**src/rtl/mu02_if.sv**
```systemverilog
`default_nettype none
// +----------------------------------------------------------------------+
// | mu02_if : single-port memory req/ack bus between mu02 and a memory.    |
// | Revision: 1.0                                                          |
// +----------------------------------------------------------------------+
interface mu02_if #(
  parameter int DATA_W = 16,
  parameter int ADDR_W = 12
);
  logic              mem_req;
  logic              mem_we;
  logic [ADDR_W-1:0] mem_addr;
  logic [DATA_W-1:0] mem_wdata;
  logic [DATA_W-1:0] mem_rdata;
  logic              mem_ack;

  modport master (
    output mem_req, mem_we, mem_addr, mem_wdata,
    input  mem_rdata, mem_ack
  );

  modport slave (
    input  mem_req, mem_we, mem_addr, mem_wdata,
    output mem_rdata, mem_ack
  );
endinterface
`default_nettype wire

```
**src/rtl/mu02.sv**
```systemverilog
`default_nettype none
// +----------------------------------------------------------------------+
// | mu02 : parametrised accumulator processor on an external req/ack       |
// | memory. MU02_SIGN_EXT_EN selects sign-extended immediates.             |
// | Revision: 1.0                                                          |
// +----------------------------------------------------------------------+
module mu02 #(
  parameter int DATA_W = 16,
  parameter int ADDR_W = 12
) (
  input  logic              clk,
  input  logic              reset,
  mu02_if.master            bus,
  output logic              halted,
  output logic              illegal,
  output logic [ADDR_W-1:0] pc_o,
  output logic [DATA_W-1:0] acc_o
);
  localparam int OPND_W = DATA_W - 4;

  localparam logic [1:0] c_FETCH = 2'd0;
  localparam logic [1:0] c_EXEC  = 2'd1;
  localparam logic [1:0] c_MEM   = 2'd2;
  localparam logic [1:0] c_HALT  = 2'd3;

  localparam logic [3:0] c_LDA  = 4'b0000;
  localparam logic [3:0] c_STO  = 4'b0001;
  localparam logic [3:0] c_ADD  = 4'b0010;
  localparam logic [3:0] c_SUB  = 4'b0011;
  localparam logic [3:0] c_JMP  = 4'b0100;
  localparam logic [3:0] c_JGE  = 4'b0101;
  localparam logic [3:0] c_JNE  = 4'b0110;
  localparam logic [3:0] c_STP  = 4'b0111;
  localparam logic [3:0] c_LDAI = 4'b1000;
  localparam logic [3:0] c_ADDI = 4'b1010;
  localparam logic [3:0] c_SUBI = 4'b1011;

  logic [1:0]        r_state;
  logic [1:0]        w_next_state;
  logic [ADDR_W-1:0] r_pc;
  logic [DATA_W-1:0] r_acc;
  logic [DATA_W-1:0] r_ir;
  logic              r_illegal;

  logic [3:0]        w_opcode;
  logic [OPND_W-1:0] w_operand;
  logic [ADDR_W-1:0] w_addr;
  logic [DATA_W-1:0] w_imm;

  assign w_opcode  = r_ir[DATA_W-1:DATA_W-4];
  assign w_operand = r_ir[DATA_W-5:0];
  assign w_addr    = w_operand[ADDR_W-1:0];

`ifdef MU02_SIGN_EXT_EN
  assign w_imm = {{4{w_operand[OPND_W-1]}}, w_operand};
`else
  assign w_imm = {4'b0000, w_operand};
`endif

  always_ff @(posedge clk or negedge reset) begin
    if (!reset) begin
      r_state <= c_FETCH;
    end else begin
      r_state <= w_next_state;
    end
  end

  always_comb begin
    w_next_state = r_state;
    case (r_state)
      c_FETCH: begin
        if (bus.mem_ack) w_next_state = c_EXEC;
      end
      c_EXEC: begin
        case (w_opcode)
          c_LDA, c_STO, c_ADD, c_SUB:                  w_next_state = c_MEM;
          c_LDAI, c_ADDI, c_SUBI, c_JMP, c_JGE, c_JNE: w_next_state = c_FETCH;
          default:                                     w_next_state = c_HALT;
        endcase
      end
      c_MEM: begin
        if (bus.mem_ack) w_next_state = c_FETCH;
      end
      default: w_next_state = c_HALT;
    endcase
  end

  // Bus strobes are pure decodes of held registers; reset gates req off asynchronously.
  always_comb begin
    bus.mem_req   = 1'b0;
    bus.mem_we    = 1'b0;
    bus.mem_addr  = r_pc;
    bus.mem_wdata = r_acc;
    halted        = 1'b0;
    case (r_state)
      c_FETCH: begin
        bus.mem_req = reset;
      end
      c_MEM: begin
        bus.mem_req  = reset;
        bus.mem_we   = reset & (w_opcode == c_STO);
        bus.mem_addr = w_addr;
      end
      c_HALT: begin
        halted = 1'b1;
      end
      default: ;
    endcase
  end

  always_ff @(posedge clk or negedge reset) begin
    if (!reset) begin
      r_pc      <= '0;
      r_acc     <= '0;
      r_ir      <= '0;
      r_illegal <= 1'b0;
    end else begin
      case (r_state)
        c_FETCH: begin
          if (bus.mem_ack) begin
            r_ir <= bus.mem_rdata;
            r_pc <= r_pc + ADDR_W'(1);
          end
        end
        c_EXEC: begin
          case (w_opcode)
            c_LDAI: r_acc <= w_imm;
            c_ADDI: r_acc <= r_acc + w_imm;
            c_SUBI: r_acc <= r_acc - w_imm;
            c_JMP:  r_pc  <= w_addr;
            c_JGE:  if (!r_acc[DATA_W-1]) r_pc <= w_addr;
            c_JNE:  if (r_acc != '0) r_pc <= w_addr;
            c_LDA, c_STO, c_ADD, c_SUB, c_STP: ;
            default: r_illegal <= 1'b1;
          endcase
        end
        c_MEM: begin
          if (bus.mem_ack) begin
            case (w_opcode)
              c_LDA:   r_acc <= bus.mem_rdata;
              c_ADD:   r_acc <= r_acc + bus.mem_rdata;
              c_SUB:   r_acc <= r_acc - bus.mem_rdata;
              default: ;
            endcase
          end
        end
        default: ;
      endcase
    end
  end

  assign illegal = r_illegal;
  assign pc_o    = r_pc;
  assign acc_o   = r_acc;
endmodule
`default_nettype wire
```
**src/flat_wrapper.sv**
```systemverilog
// flat-port wrapper written by rule: the top's interface ports become plain ports
module mu02_flat 
#(
  parameter int DATA_W = 16,
  parameter int ADDR_W = 12
)
  (clk, reset, halted, illegal, pc_o, acc_o, bus_mem_req, bus_mem_we, bus_mem_addr, bus_mem_wdata, bus_mem_rdata, bus_mem_ack);
  mu02_if #(.DATA_W(DATA_W), .ADDR_W(ADDR_W)) bus_i ();
  input  logic clk;
  input  logic reset;
  output logic halted;
  output logic illegal;
  output logic [ADDR_W-1:0] pc_o;
  output logic [DATA_W-1:0] acc_o;
  output wire logic [$bits(bus_i.mem_req)-1:0] bus_mem_req;
  output wire logic [$bits(bus_i.mem_we)-1:0] bus_mem_we;
  output wire logic [$bits(bus_i.mem_addr)-1:0] bus_mem_addr;
  output wire logic [$bits(bus_i.mem_wdata)-1:0] bus_mem_wdata;
  input wire logic [$bits(bus_i.mem_rdata)-1:0] bus_mem_rdata;
  input wire logic [$bits(bus_i.mem_ack)-1:0] bus_mem_ack;
  assign bus_mem_req = bus_i.mem_req;
  assign bus_mem_we = bus_i.mem_we;
  assign bus_mem_addr = bus_i.mem_addr;
  assign bus_mem_wdata = bus_i.mem_wdata;
  assign bus_i.mem_rdata = bus_mem_rdata;
  assign bus_i.mem_ack = bus_mem_ack;
  mu02 #(.DATA_W(DATA_W), .ADDR_W(ADDR_W)) u_core (.clk(clk), .reset(reset), .bus(bus_i), .halted(halted), .illegal(illegal), .pc_o(pc_o), .acc_o(acc_o));
endmodule
```
**config.mk**
```make
export PLATFORM = sky130hd
export DESIGN_NAME = mu02_flat
export DESIGN_NICKNAME = d
export VERILOG_FILES = /design/src/rtl/mu02_if.sv /design/src/rtl/mu02.sv /design/src/flat_wrapper.sv
export SDC_FILE = /design/constraint.sdc
export NUM_CORES = 1
export LEC_CHECK = 0
export ABC_CLOCK_PERIOD_IN_PS = 4400
export CORE_MARGIN = 2
export CORE_UTILIZATION = 40
export CTS_BUF_LIST = sky130_fd_sc_hd__clkbuf_4 sky130_fd_sc_hd__clkbuf_8
export DETAILED_ROUTE_END_ITERATION = 12
export RECOVER_POWER = 50
export SLEW_MARGIN = 20
export SYNTH_ARGS = -nofsm -noshare
export SYNTH_HDL_FRONTEND = slang
export SYNTH_SLANG_ARGS = --single-unit
```
**constraint.sdc**
```tcl
create_clock -name clk -period 4.4 [get_ports clk]
set_input_delay 0.44 -clock clk [delete_from_list [all_inputs] [get_ports clk]]
set_output_delay 0.44 -clock clk [all_outputs]
set_load 0.1 [all_outputs]
```
Word level (Yosys, flattened, before mapping)

Memories as Yosys holds them, arrays and structs flattened.
Cells that the tools add are included.

Flip-flop bits (word level): 47
ROM bits: 32
Input bits: 19
Output and inout port bits: 60
Logic and storage cells: 61
Memories: 1

Add/sub/neg operators: 5
Equality and inequality tests: 20
Multiplexer cells: 16
Bitwise operators: 2
Reductions and logical operators: 12

Memory list:

| memory           | words | width | read ports | clocked after Yosys merged registers in | write ports | RTL line   | source |
|---|---|---|---|---|---|---|---|
| (name not given) | 16    | 2     | 1          | 0                                       | 0           | mu02.sv:75 | `case (w_opcode)` |

Operators with widths:

| cell                  | count |
|---|---|
| $pmux 16 s3           | 2 |
| $mux 12               | 4 |
| $pmux 12 s3           | 1 |
| $pmux 16 s2           | 1 |
| $pmux 12 s2           | 1 |
| $add 16x12->16        | 1 |
| $add 16x16->16        | 1 |
| $eq 4x3->1 const B    | 4 |
| $mux 16               | 1 |
| $reduce_bool 16->1    | 1 |
| $sub 16x12->16        | 1 |
| $sub 16x16->16        | 1 |
| $add 12x1->12 const B | 1 |
| $eq 4x4->1 const B    | 3 |
| $ne 4x4->1 const B    | 3 |
| $reduce_or 11->1      | 1 |
| $eq 4x2->1 const B    | 2 |
| $pmux 2 s3            | 1 |
| $reduce_and 2->1      | 3 |
| $reduce_and 5->1      | 1 |
| $eq 2x2->1 const B    | 2 |
| $eq 4x1->1 const B    | 1 |
| $logic_not 4->1       | 1 |
| $mux 2                | 2 |
| other kinds (11)      | 15 |

Logic depth before layout (Yosys ltp)

Gate-level depths: netlist of the first run.

Depth after elaboration: 4
Mapped depth: 14
Gate-level depth less buffers: 14

Worst setup path after synthesis of the first run

OpenSTA, ideal clock, no wires.

Path kind: reg-to-output
Start: reg u_core.r_pc[3] (netlist: u_core.pc_o[3])
End: out bus_mem_addr[3]
Arrival: 3,228 ps
Required time: 3,960 ps
Path slack: 732 ps
Stages on the path, launching flop included: 3
Buffers on the path: 0
Cells stage by stage: dfrtp_1 > inv_1 > o21ai_0

Longest elaborated chain between the ends: 1

RTL lines:

| item                   | RTL line           | source |
|---|---|---|
| from (decl)            | mu02.sv:40         | `logic [ADDR_W-1:0] r_pc;` |
| from (signal assigned) | mu02.sv:122        | `r_pc <= r_pc + ADDR_W'(1);` |
| from (signal assigned) | mu02.sv:130        | `c_JMP: r_pc <= w_addr;` |
| from (signal assigned) | mu02.sv:131        | `c_JGE: if (!r_acc[DATA_W-1]) r_pc <= w_addr;` |
| $mux 12                | mu02.sv:95         | `case (r_state)` |
| to (decl)              | flat_wrapper.sv:17 | `output wire logic [$bits(bus_i.mem_addr)-1:0] bus_mem_addr;` |

Every way passes these cells.

Worst setup path after layout of the first run

Start: in bus_mem_rdata[4]
End: reg u_core.r_acc[14] (netlist: u_core.acc_o[14])

Longest elaborated chain between the ends: 4
Elaborated cells between the ends (all ways): 5
Classes of those cells: add/sub: 2; mux: 3

RTL lines:

| item                                             | RTL line                 | source |
|---|---|---|
| from (decl)                                      | flat_wrapper.sv:19       | `input wire logic [$bits(bus_i.mem_rdata)-1:0] bus_mem_rdata;` |
| $sub 16x16->16 or $add 16x16->16 (tied branches) | mu02.sv:142, mu02.sv:141 |  |
| $pmux 16 s3 *                                    | mu02.sv:139              | `case (w_opcode)` |
| $mux 16 *                                        | mu02.sv:138              | `if (bus.mem_ack) begin` |
| $pmux 16 s2 *                                    | mu02.sv:118              | `case (r_state)` |
| to (signal assigned)                             | mu02.sv:140              | `c_LDA: r_acc <= bus.mem_rdata;` |
| to (signal assigned)                             | mu02.sv:141              | `c_ADD: r_acc <= r_acc + bus.mem_rdata;` |
| to (signal assigned)                             | mu02.sv:142              | `c_SUB: r_acc <= r_acc - bus.mem_rdata;` |
| to (decl)                                        | mu02.sv:41               | `logic [DATA_W-1:0] r_acc;` |

Every way passes the cells marked *; elsewhere a longest branch is shown, timed or not. The select of a mux whose other input is x is not followed.
A chain may end at the register's enable or synchronous reset.

==> impl_metrics.env, run 1 <==
export IMPL_numCtsBuffers=5
export IMPL_cpMaxStageDelayCell="nor4_1"
export IMPL_endpoint="u_core.acc_o[14]"
export IMPL_rr_endpoint="u_core.acc_o[14]"
export IMPL_routed_via_density=5.80
export IMPL_ir_drop_mv=0.0903
export IMPL_instances_no_fill=801
export IMPL_yosys_warnings=0
export IMPL_drv_slew=28
export IMPL_antenna_found_initial=0
export IMPL_worstMarginPinSlew_ps=1560
export IMPL_setup_violations_final=0
export IMPL_r2r_start="u_core.r_ir[15]"
export IMPL_yosysSeqAreaShare_pct=24.3
export IMPL_crit_required_ps=4580
export IMPL_cts_clk_slew_worst_paths_ps=100
export IMPL_synth_xor_area_share_pct=8.85
export IMPL_area_growth_pct=17.3
export IMPL_arrival_ps=3760
export IMPL_path_max_fanout=7
export IMPL_start_util_pct=40.7
export IMPL_syn_instance_count=602
export IMPL_final_period_utilization_pct=81.4
export IMPL_drive_above_1_share_pct=10.7
export IMPL_final_antenna_net_count=0
export IMPL_hold_violations=0
export IMPL_dp_hpwl_mm=10.8
export IMPL_yosys_register_bits=47
export IMPL_max_stage_delay_ps=630
export IMPL_synth_cell_types=67
export IMPL_r2r_cells=12
export IMPL_fmax_mhz=279
export IMPL_die_w_um=114
export IMPL_fin_crit_ps=3580
export IMPL_fin_worst_skew_ps=4.23
export IMPL_cts_post_setup_buffers_inserted=0
export IMPL_wl_per_cell_um=17.6
export IMPL_die_area_um2=13000
export IMPL_start_kind="primary input"
export IMPL_nets=711
export IMPL_violations="capacitance limit, slew limit"
export IMPL_netlist_area_um2=4850
export IMPL_gp_congestion=0.973
export IMPL_grt_pass1_vias=4293
export IMPL_initialDrtViolationCount=210
export IMPL_cts_sinks=47
export IMPL_async_flop_share_pct=100
export IMPL_firstDrtPassIters=5
export IMPL_h_tree_depth=2
export IMPL_cts_root_buf="clkbuf_8"
export IMPL_pre_cts_ws_ps=533
export IMPL_portBuffers=78
export IMPL_cp_end_kind="register"
export IMPL_clock_latency_ps=320
export IMPL_p_per_area_nw_per_um2=142
export IMPL_synth_top_family_by_area="compound AO/OA/AOI/OAI gates"
export IMPL_synthSimpleGateAreaFrac_pct=19.3
export IMPL_rows=40
export IMPL_synth_compound_area_share_pct=23.8
export IMPL_maxCapViolCount=1
export IMPL_ios=79
export IMPL_drcViolationCount=0
export IMPL_clockBufferDepth=2
export IMPL_coreArea_um2=11900
export IMPL_vias=4647
export IMPL_cts_resized=0
export IMPL_relSlewSlack_pct=-3.84
export IMPL_rsz0062_at_grt="no"
export IMPL_avgSynthCellArea_um2=8.05
export IMPL_leakage_nw=2.44
export IMPL_run_status="finished with violations"
export IMPL_dpl_cell_count=793
export IMPL_ys_flop_type="dfrtp_1"
export IMPL_cts_tree="yes"
export IMPL_criticalPathCategory="primary input to register"
export IMPL_grt_pass1_wl_mm=22.7
export IMPL_synth_edf_count=0
export IMPL_die_y_um=114
export IMPL_finalSetupTns_ps=0
export IMPL_synth_fa_ha_area_share_pct=10.4
export IMPL_grt_ovfl_total=0
export IMPL_wirelength_mm=14.1
export IMPL_grt_max_degree=31
export IMPL_startpoint="bus_mem_rdata[4]"
export IMPL_power_mw=0.807
export IMPL_reg2reg_slack_ps=820
export IMPL_setup_slack_ps=819
export IMPL_hold_buffers=0
export IMPL_crit_chain="clkdlybuf4s50_1 -> nor4_1 -> nand2_1 -> nor2_1 -> a21oi_1 -> xnor2_1 -> ha_1 -> and3_1 -> a311oi_1 -> a31oi_1 -> xor2_1 -> a221oi_1 -> o31ai_1"
export IMPL_synthMuxAreaShare_pct=7.69
export IMPL_hp_class="register to register"
export IMPL_track_usage_pct=22.1
export IMPL_diodes=0
export IMPL_hold_slack_ps=464
export IMPL_syn_num_nets=660
-- through the flow --
| stage | utilization [%] | instance area (um2) |
|---|---|---|
| 2_1_floorplan | - | 4850 |
| 3_3_place_gp | 47.1 | 5610 |
| 3_5_place_dp | 47.1 | 5610 |
| 4_1_cts | 47.8 | 5700 |
| 5_1_grt | 47.7 | 5690 |
| 6_report | 47.7 | 5690 |
-- worst max-delay path, delay by kind of cell --
| family | cells | cell delay (ps) |
|---|---|---|
| buffers and inverters | 1 | 570 |
| and+or+nand+nor | 4 | 1200 |
| xor gates and xnor gates | 2 | 310 |
| AOI/OAI and AO/OA | 5 | 870 |
| adders and majority gates | 1 | 370 |
-- synthesized netlist by cell type, types with 4 or more instances --
cell | n | area [um2]
o21a_1 | 4 | 30.0
dfrtp_1 | 47 | 1180
inv_1 | 15 | 56.3
o22ai_1 | 6 | 37.5
nand2b_1 | 10 | 62.6
o31ai_1 | 6 | 45.0
a21o_1 | 7 | 52.6
mux2_2 | 26 | 293
ha_1 | 37 | 463
and3_1 | 10 | 62.6
nor2b_1 | 7 | 43.8
nand3_1 | 21 | 105
buf_4 | 16 | 120
a22oi_1 | 4 | 30.0
nor4_1 | 8 | 50.1
clkbuf_1 | 20 | 75.1
a31oi_1 | 7 | 43.8
o211ai_1 | 5 | 37.5
a21oi_1 | 53 | 265
nand2_1 | 58 | 218
xor2_1 | 22 | 193
nor3_1 | 10 | 50.1
nor2_1 | 58 | 218
mux2i_1 | 8 | 80.1
o21ai_0 | 43 | 215
and2_1 | 5 | 31.3
xnor2_1 | 27 | 236
-- registers in the layout, summed over array words and instances (netlist names) --
name / flops
u_core.illegal: 1
u_core.acc_o: 16
u_core.pc_o: 12
u_core.r_state: 2
u_core.r_ir: 16
-- layout make-up --
cell class	count	area, um2
clock buffer	5	68.8
clock inverter	3	20.0
fill	1192	6220
inverter	16	60.1
multi-input combinational	498	3390
sequential	47	1180
tap	147	184
timing repair buffer	85	785
-- routing by layer --
metal | track usage, % | wire length (um) | up-vias
met5 | 0 | 0 | -
met4 | 6.50 | 229 | 0
met3 | 3.02 | 679 | 16
met2 | 36.1 | 6730 | 144
met1 | 30.5 | 6480 | 2212
li1 | - | - | 2275
-- power by group --
group | total [mW] | switching, mW | internal (mW) | leakage [nW]
combinational | 0.0948 | 0.0558 | 0.0390 | 1.80
clock | 0.281 | 0.170 | 0.111 | 0.0402
sequential | 0.432 | 0 | 0.432 | 0.599
-- placed cells by master, fill, tap and decap left out, drive strengths merged, types with 3 or more instances in the layout --
| cell type | instances |
|---|---|
| ha | 37 |
| xor2 | 22 |
| nor2b | 7 |
| xnor2 | 27 |
| nand3 | 21 |
| a21o | 10 |
| o211ai | 5 |
| o22ai | 6 |
| nor2 | 58 |
| mux2i | 8 |
| nor4 | 8 |
| a22oi | 4 |
| clkdlybuf4s50 | 54 |
| a31oi | 8 |
| dlygate4sd3 | 9 |
| nand2 | 58 |
| inv | 15 |
| a22o | 3 |
| o21a | 4 |
| a221oi | 4 |
| and3 | 11 |
| nand2b | 10 |
| a21oi | 53 |
| nor3 | 11 |
| and2 | 5 |
| dfrtp | 47 |
| buf | 19 |
| o21ai | 46 |
| a31o | 3 |
| a211oi | 4 |
| clkbuf | 8 |
| o31ai | 7 |
| nand4 | 3 |
| mux2 | 26 |
-- worst min path at each step --
stage / start / to / slack (ps) / depth (start not counted)
floorplan: reset / u_core.acc_o[0] / 140 / 0
global placement: u_core.illegal / u_core.illegal / 450 / 1
detailed placement: u_core.illegal / u_core.illegal / 450 / 1
CTS: reset / u_core.illegal / 150 / 1
global route: u_core.illegal / u_core.illegal / 490 / 1
finish: u_core.illegal / u_core.illegal / 460 / 1
-- cells by family (layout without fill, tap and decap cells) --
logic type / Yosys count / count (layout)
AND/OR/NAND/NOR: 199 / 199
AO/OA/AOI/OAI: 177 / 177
buffers and inverters: 57 / 109
XOR/XNOR: 49 / 49
flip-flops: 47 / 47
adder cells (fa/ha/maj): 39 / 39
multiplexers: 34 / 34
(Power assumes the default switching activity.)
==> inputs of run 2 (changes only) <==
--- a/config.mk
+++ b/config.mk
@@ -5,7 +5,7 @@
 export SDC_FILE = /design/constraint.sdc
 export NUM_CORES = 1
 export LEC_CHECK = 0
-export ABC_CLOCK_PERIOD_IN_PS = 4400
+export ABC_CLOCK_PERIOD_IN_PS = 3420
 export CORE_MARGIN = 2
 export CORE_UTILIZATION = 40
 export CTS_BUF_LIST = sky130_fd_sc_hd__clkbuf_4 sky130_fd_sc_hd__clkbuf_8
==> constraint.sdc (replaced) <==
create_clock -name clk -period 3.42 [get_ports clk]
set_input_delay 0.342 -clock clk [delete_from_list [all_inputs] [get_ports clk]]
set_output_delay 0.342 -clock clk [all_outputs]
set_load 0.1 [all_outputs]
==> impl_metrics.env, run 2 (synthesis gave the netlist of run 1 again) <==
export IMPL_hold_violations=0
export IMPL_numCtsBuffers=5
export IMPL_fin_crit_ps=3200
export IMPL_cts_clk_slew_worst_paths_ps=100
export IMPL_rows=40
export IMPL_wl_per_cell_um=17.6
export IMPL_fmax_mhz=313
export IMPL_dpl_cell_area_um2=5980
export IMPL_vias=4850
export IMPL_track_usage_pct=23.1
export IMPL_portBuffers=78
export IMPL_ir_drop_mv=0.128
export IMPL_criticalPathCategory="register to register"
export IMPL_cts_tree="yes"
export IMPL_run_status="finished with violations"
export IMPL_p_per_area_nw_per_um2=178
export IMPL_leakage_nw=2.68
export IMPL_endpoint="u_core.acc_o[13]"
export IMPL_cts_root_buf="clkbuf_8"
export IMPL_use_met2_pct=39.9
export IMPL_start_kind="register"
export IMPL_firstDrtPassIters=5
export IMPL_grt_ovfl_total=0
export IMPL_antenna_found_initial=0
export IMPL_rsz0062_at_grt="no"
export IMPL_pre_cts_ws_ps=-91.4
export IMPL_cts_resized=0
export IMPL_hold_buffers=0
export IMPL_layout_commonest_cell="buf_4"
export IMPL_rr_endpoint="u_core.acc_o[13]"
export IMPL_drcViolationCount=0
export IMPL_setup_violations_final=0
export IMPL_ios=79
export IMPL_grt_pass1_vias=4619
export IMPL_start_util_pct=40.7
export IMPL_hp_class="primary input to async pin"
export IMPL_path_max_fanout=9
export IMPL_gr_usage_met1_pct=30.0
export IMPL_design_area_um2=6080
export IMPL_use_met3_pct=3.71
export IMPL_clockBufferDepth=2
export IMPL_arrival_ps=3440
export IMPL_reg2reg_slack_ps=220
export IMPL_crit_required_ps=3670
export IMPL_drive_above_1_share_pct=17.5
export IMPL_nets=759
export IMPL_initialDrtViolationCount=257
export IMPL_cts_post_setup_buffers_inserted=0
export IMPL_fin_worst_skew_ps=4.51
export IMPL_hold_slack_ps=368
export IMPL_worstMarginPinSlew_ps=1510
export IMPL_multi_input_area_um2=3410
export IMPL_setup_slack_ps=224
export IMPL_area_growth_pct=25.5
export IMPL_dp_hpwl_mm=11.7
export IMPL_seq_area_um2=1180
export IMPL_die_area_um2=13000
export IMPL_routed_via_density=5.71
export IMPL_startpoint="u_core.r_ir[14]"
export IMPL_coreArea_um2=11900
export IMPL_die_y_um=114
export IMPL_top_usage_layer="met2"
export IMPL_gp_congestion=0.887
export IMPL_final_period_utilization_pct=93.5
export IMPL_r2r_start="u_core.r_ir[14]"
export IMPL_r2r_cells=14
export IMPL_cts_sinks=47
export IMPL_violations="capacitance limit, slew limit"
export IMPL_clock_latency_ps=320
export IMPL_final_cell_mix="buf_4 (66), nor2_1 (58), nand2_1 (58), clkdlybuf4s50_1 (53), a21oi_1 (52)"
export IMPL_fin_util_pct=51.1
export IMPL_drv_slew=26
export IMPL_power_mw=1.08
export IMPL_maxCapViolCount=1
export IMPL_grt_pass1_wl_mm=23.8
export IMPL_relSlewSlack_pct=-0.544
export IMPL_final_antenna_net_count=0
export IMPL_fillers=1187
export IMPL_cp_end_kind="register"
export IMPL_die_w_um=114
export IMPL_h_tree_depth=2
export IMPL_diodes=0
export IMPL_wirelength_mm=15.0
export IMPL_grt_max_degree=38
run 2: worst min path at each step:
stage | slack, ps | to
after floorplan | 50 | u_core.acc_o[0]
after global placement | 400 | u_core.r_state[0]
after detailed placement | 400 | u_core.r_state[0]
after CTS | 40 | u_core.pc_o[9]
after global routing | 480 | u_core.pc_o[9]
final | 370 | u_core.r_state[0]
run 2: layer usage:
metal  up-vias  routed length [um]
met3        21                 696
met2       140                7330
met1      2312                6710
li1       2377                   -
met5         -                   0
met4         0                 243
run 2: where the power goes:
part	internal, mW	total [mW]	switching (mW)
registers	0.555	0.555	0
logic	0.0708	0.149	0.0781
clock network	0.147	0.377	0.230
total	0.773	1.08	0.308
run 2: worst max-delay path: stages, from the launching register on:
cell and delay (ps):
dfrtp_2 460, nor2_1 160, buf_4 170, and3_1 230, buf_12 140, nor2_1 50, xnor2_1 120, ha_1 350
nor2_1 70, a211o_1 320, a21oi_2 220, o21bai_1 110, nand3_1 100, or3b_2 440, a31oi_1 170
run 2: cell type report:
cell class,count,area share (%)
Timing Repair Buffer,133,19.0
Tap cell,147,3.02
Clock buffer,5,1.13
Clock inverter,3,0.391
Sequential cell,47,19.4
Inverter,16,0.987
Multi-Input combinational cell,498,56.1
run 2: stage by stage:
stage,instances,setup TNS (ps)
4_1_cts,849,0
3_3_place_gp,841,0
2_1_floorplan,602,0
6_report,849,0
3_5_place_dp,841,-324
5_1_grt,849,0
==> inputs of run 3 (changes only) <==
--- a/config.mk
+++ b/config.mk
@@ -5,9 +5,8 @@
 export SDC_FILE = /design/constraint.sdc
 export NUM_CORES = 1
 export LEC_CHECK = 0
-export ABC_CLOCK_PERIOD_IN_PS = 3420
 export CORE_MARGIN = 2
-export CORE_UTILIZATION = 40
+export CORE_UTILIZATION = 33
 export CTS_BUF_LIST = sky130_fd_sc_hd__clkbuf_4 sky130_fd_sc_hd__clkbuf_8
 export DETAILED_ROUTE_END_ITERATION = 12
 export RECOVER_POWER = 50
==> impl_metrics.env, run 3 (synthesis gave the netlist of run 1 again) <==
export IMPL_h_tree_depth=2
export IMPL_fin_worst_skew_ps=4.32
export IMPL_swShare_pct=24.3
export IMPL_coreArea_um2=14400
export IMPL_clockBufferDepth=2
export IMPL_max_stage_delay_ps=490
export IMPL_gr_usage_met1_pct=25.5
export IMPL_diodes=0
export IMPL_die_area_um2=15700
export IMPL_portBuffers=78
export IMPL_power_frac_comb_pct=12.7
export IMPL_antenna_found_initial=0
export IMPL_wl_per_cell_um=17.2
export IMPL_nets=766
export IMPL_vias=4966
export IMPL_rows=44
export IMPL_pwr_share_clk_pct=41.7
export IMPL_track_usage_pct=19.2
export IMPL_setup_slack_ps=175
export IMPL_drcViolationCount=0
export IMPL_hold_buffers=0
export IMPL_power_mw=1.22
export IMPL_run_status="finished with violations"
export IMPL_criticalPathCategory="register to register"
export IMPL_drv_slew=33
export IMPL_p_per_area_nw_per_um2=197
export IMPL_path_max_fanout=5
export IMPL_maxCapViolCount=1
export IMPL_grt_ovfl_total=0
export IMPL_start_util_pct=33.6
export IMPL_hp_class="register to register"
export IMPL_top_usage_layer="met2"
export IMPL_cts_tree="yes"
export IMPL_use_met3_pct=2.78
export IMPL_pre_cts_ws_ps=-141
export IMPL_use_met2_pct=32.0
export IMPL_p_sw_mw=0.297
export IMPL_grt_pass1_wl_mm=24.3
export IMPL_leakage_nw=2.74
export IMPL_firstDrtPassIters=5
export IMPL_start_kind="register"
export IMPL_violations="capacitance limit, slew limit"
export IMPL_cts_post_setup_buffers_inserted=0
export IMPL_drive_above_1_share_pct=18.5
export IMPL_final_antenna_net_count=0
export IMPL_grt_pass1_vias=4715
export IMPL_worstMarginPinSlew_ps=1790
export IMPL_cts_root_buf="clkbuf_8"
export IMPL_rsz0062_at_grt="no"
export IMPL_cts_sinks=47
export IMPL_ios=79
export IMPL_cts_resized=0
export IMPL_grt_max_degree=33
export IMPL_cpMaxStageDelayCell="a2111o_1"
export IMPL_final_period_utilization_pct=94.9
export IMPL_relSlewSlack_pct=-19.5
export IMPL_crit_required_ps=3620
export IMPL_fin_crit_ps=3250
export IMPL_ir_drop_mv=0.134
export IMPL_numCtsBuffers=5
export IMPL_gp_congestion=0.886
export IMPL_wirelength_mm=15.3
export IMPL_crit_chain="nor2b_1 -> and3_2 -> nor2_1 -> xnor2_1 -> ha_1 -> a2111o_1 -> a31o_2 -> a31oi_4 -> o21ai_2 -> o31ai_4 -> xor2_1 -> o31ai_1"
export IMPL_final_cell_mix="buf_4 (65), clkdlybuf4s50_1 (62), nor2_1 (58), nand2_1 (58), a21oi_1 (51)"
export IMPL_dp_hpwl_mm=12.2
export IMPL_layout_commonest_cell="buf_4"
export IMPL_cts_clk_slew_worst_paths_ps=100
export IMPL_routed_via_density=5.56
export IMPL_die_w_um=125
export IMPL_fin_util_pct=42.9
export IMPL_sequentialPowerShare_pct=45.6
export IMPL_die_y_um=125
export IMPL_fmax_mhz=308
export IMPL_setup_violations_final=0
export IMPL_clock_latency_ps=310
export IMPL_initialDrtViolationCount=327
export IMPL_hold_violations=0
export IMPL_cp_end_kind="register"
export IMPL_internal_power_mw=0.922
export IMPL_arrival_ps=3440
export IMPL_area_growth_pct=27.8
==> run 3: area by class of cell <==
type	instances	area, um2
fill	1471	8230
clock buffer	5	68.8
timing repair buffer	140	1170
multi-input combinational	498	3420
tap	184	230
clock inverter	3	67.6
sequential	47	1180
inverter	16	60.1
==> run 3: power by group through the flow <==
stage	Sequential (mW)	Clock (mW)	Combinational [mW]
floorplan	0.566	0	0.0583
global placement	0.566	0	0.153
detailed placement	0.566	0	0.155
CTS	0.555	0.518	0.156
global route	0.555	0.541	0.169
finish	0.555	0.509	0.155
==> run 3: metal layers <==
layer / vias to the layer above / share of wire (%)
li1: 2386 / -
met3: 34 / 4.3
met5: - / 0
met1: 2370 / 45
met4: 0 / 2.8
met2: 176 / 48
==> run 3: through the flow <==
| step | hold WS, ps | instances | area (um2) | TNS (ps) |
|---|---|---|---|---|
| finish | 465 | 893 | 6190 | 0 |
| global route | 487 | 893 | 6190 | 0 |
| CTS | 115 | 893 | 6200 | 0 |
| detailed placement | 457 | 885 | 6070 | -375 |
| global placement | 454 | 885 | 6070 | -69.8 |
| floorplan | 46.4 | 602 | 4850 | 0 |
==> run 3: path summary, 6_finish.rpt <==
check,startpoint,end,slack (ps),cells past startpoint
hold reg to reg,u_core.illegal,u_core.illegal,470,1
setup / recovery,u_core.r_ir[15],u_core.acc_o[14],170,12
hold / removal,u_core.illegal,u_core.illegal,470,1
min in group asynchronous,reset,u_core.pc_o[11],490,1
max in group asynchronous,reset,u_core.r_ir[6],1250,2
setup reg to reg,u_core.r_ir[15],u_core.acc_o[14],170,12
==> run 3: critical path, delay by kind of cell, from the launching register on <==
family          cells  cell delay [ps]
compound gates      6             1380
xor+xnor            2              390
simple gates        3              670
flops               1              400
fa+ha+maj           1              290
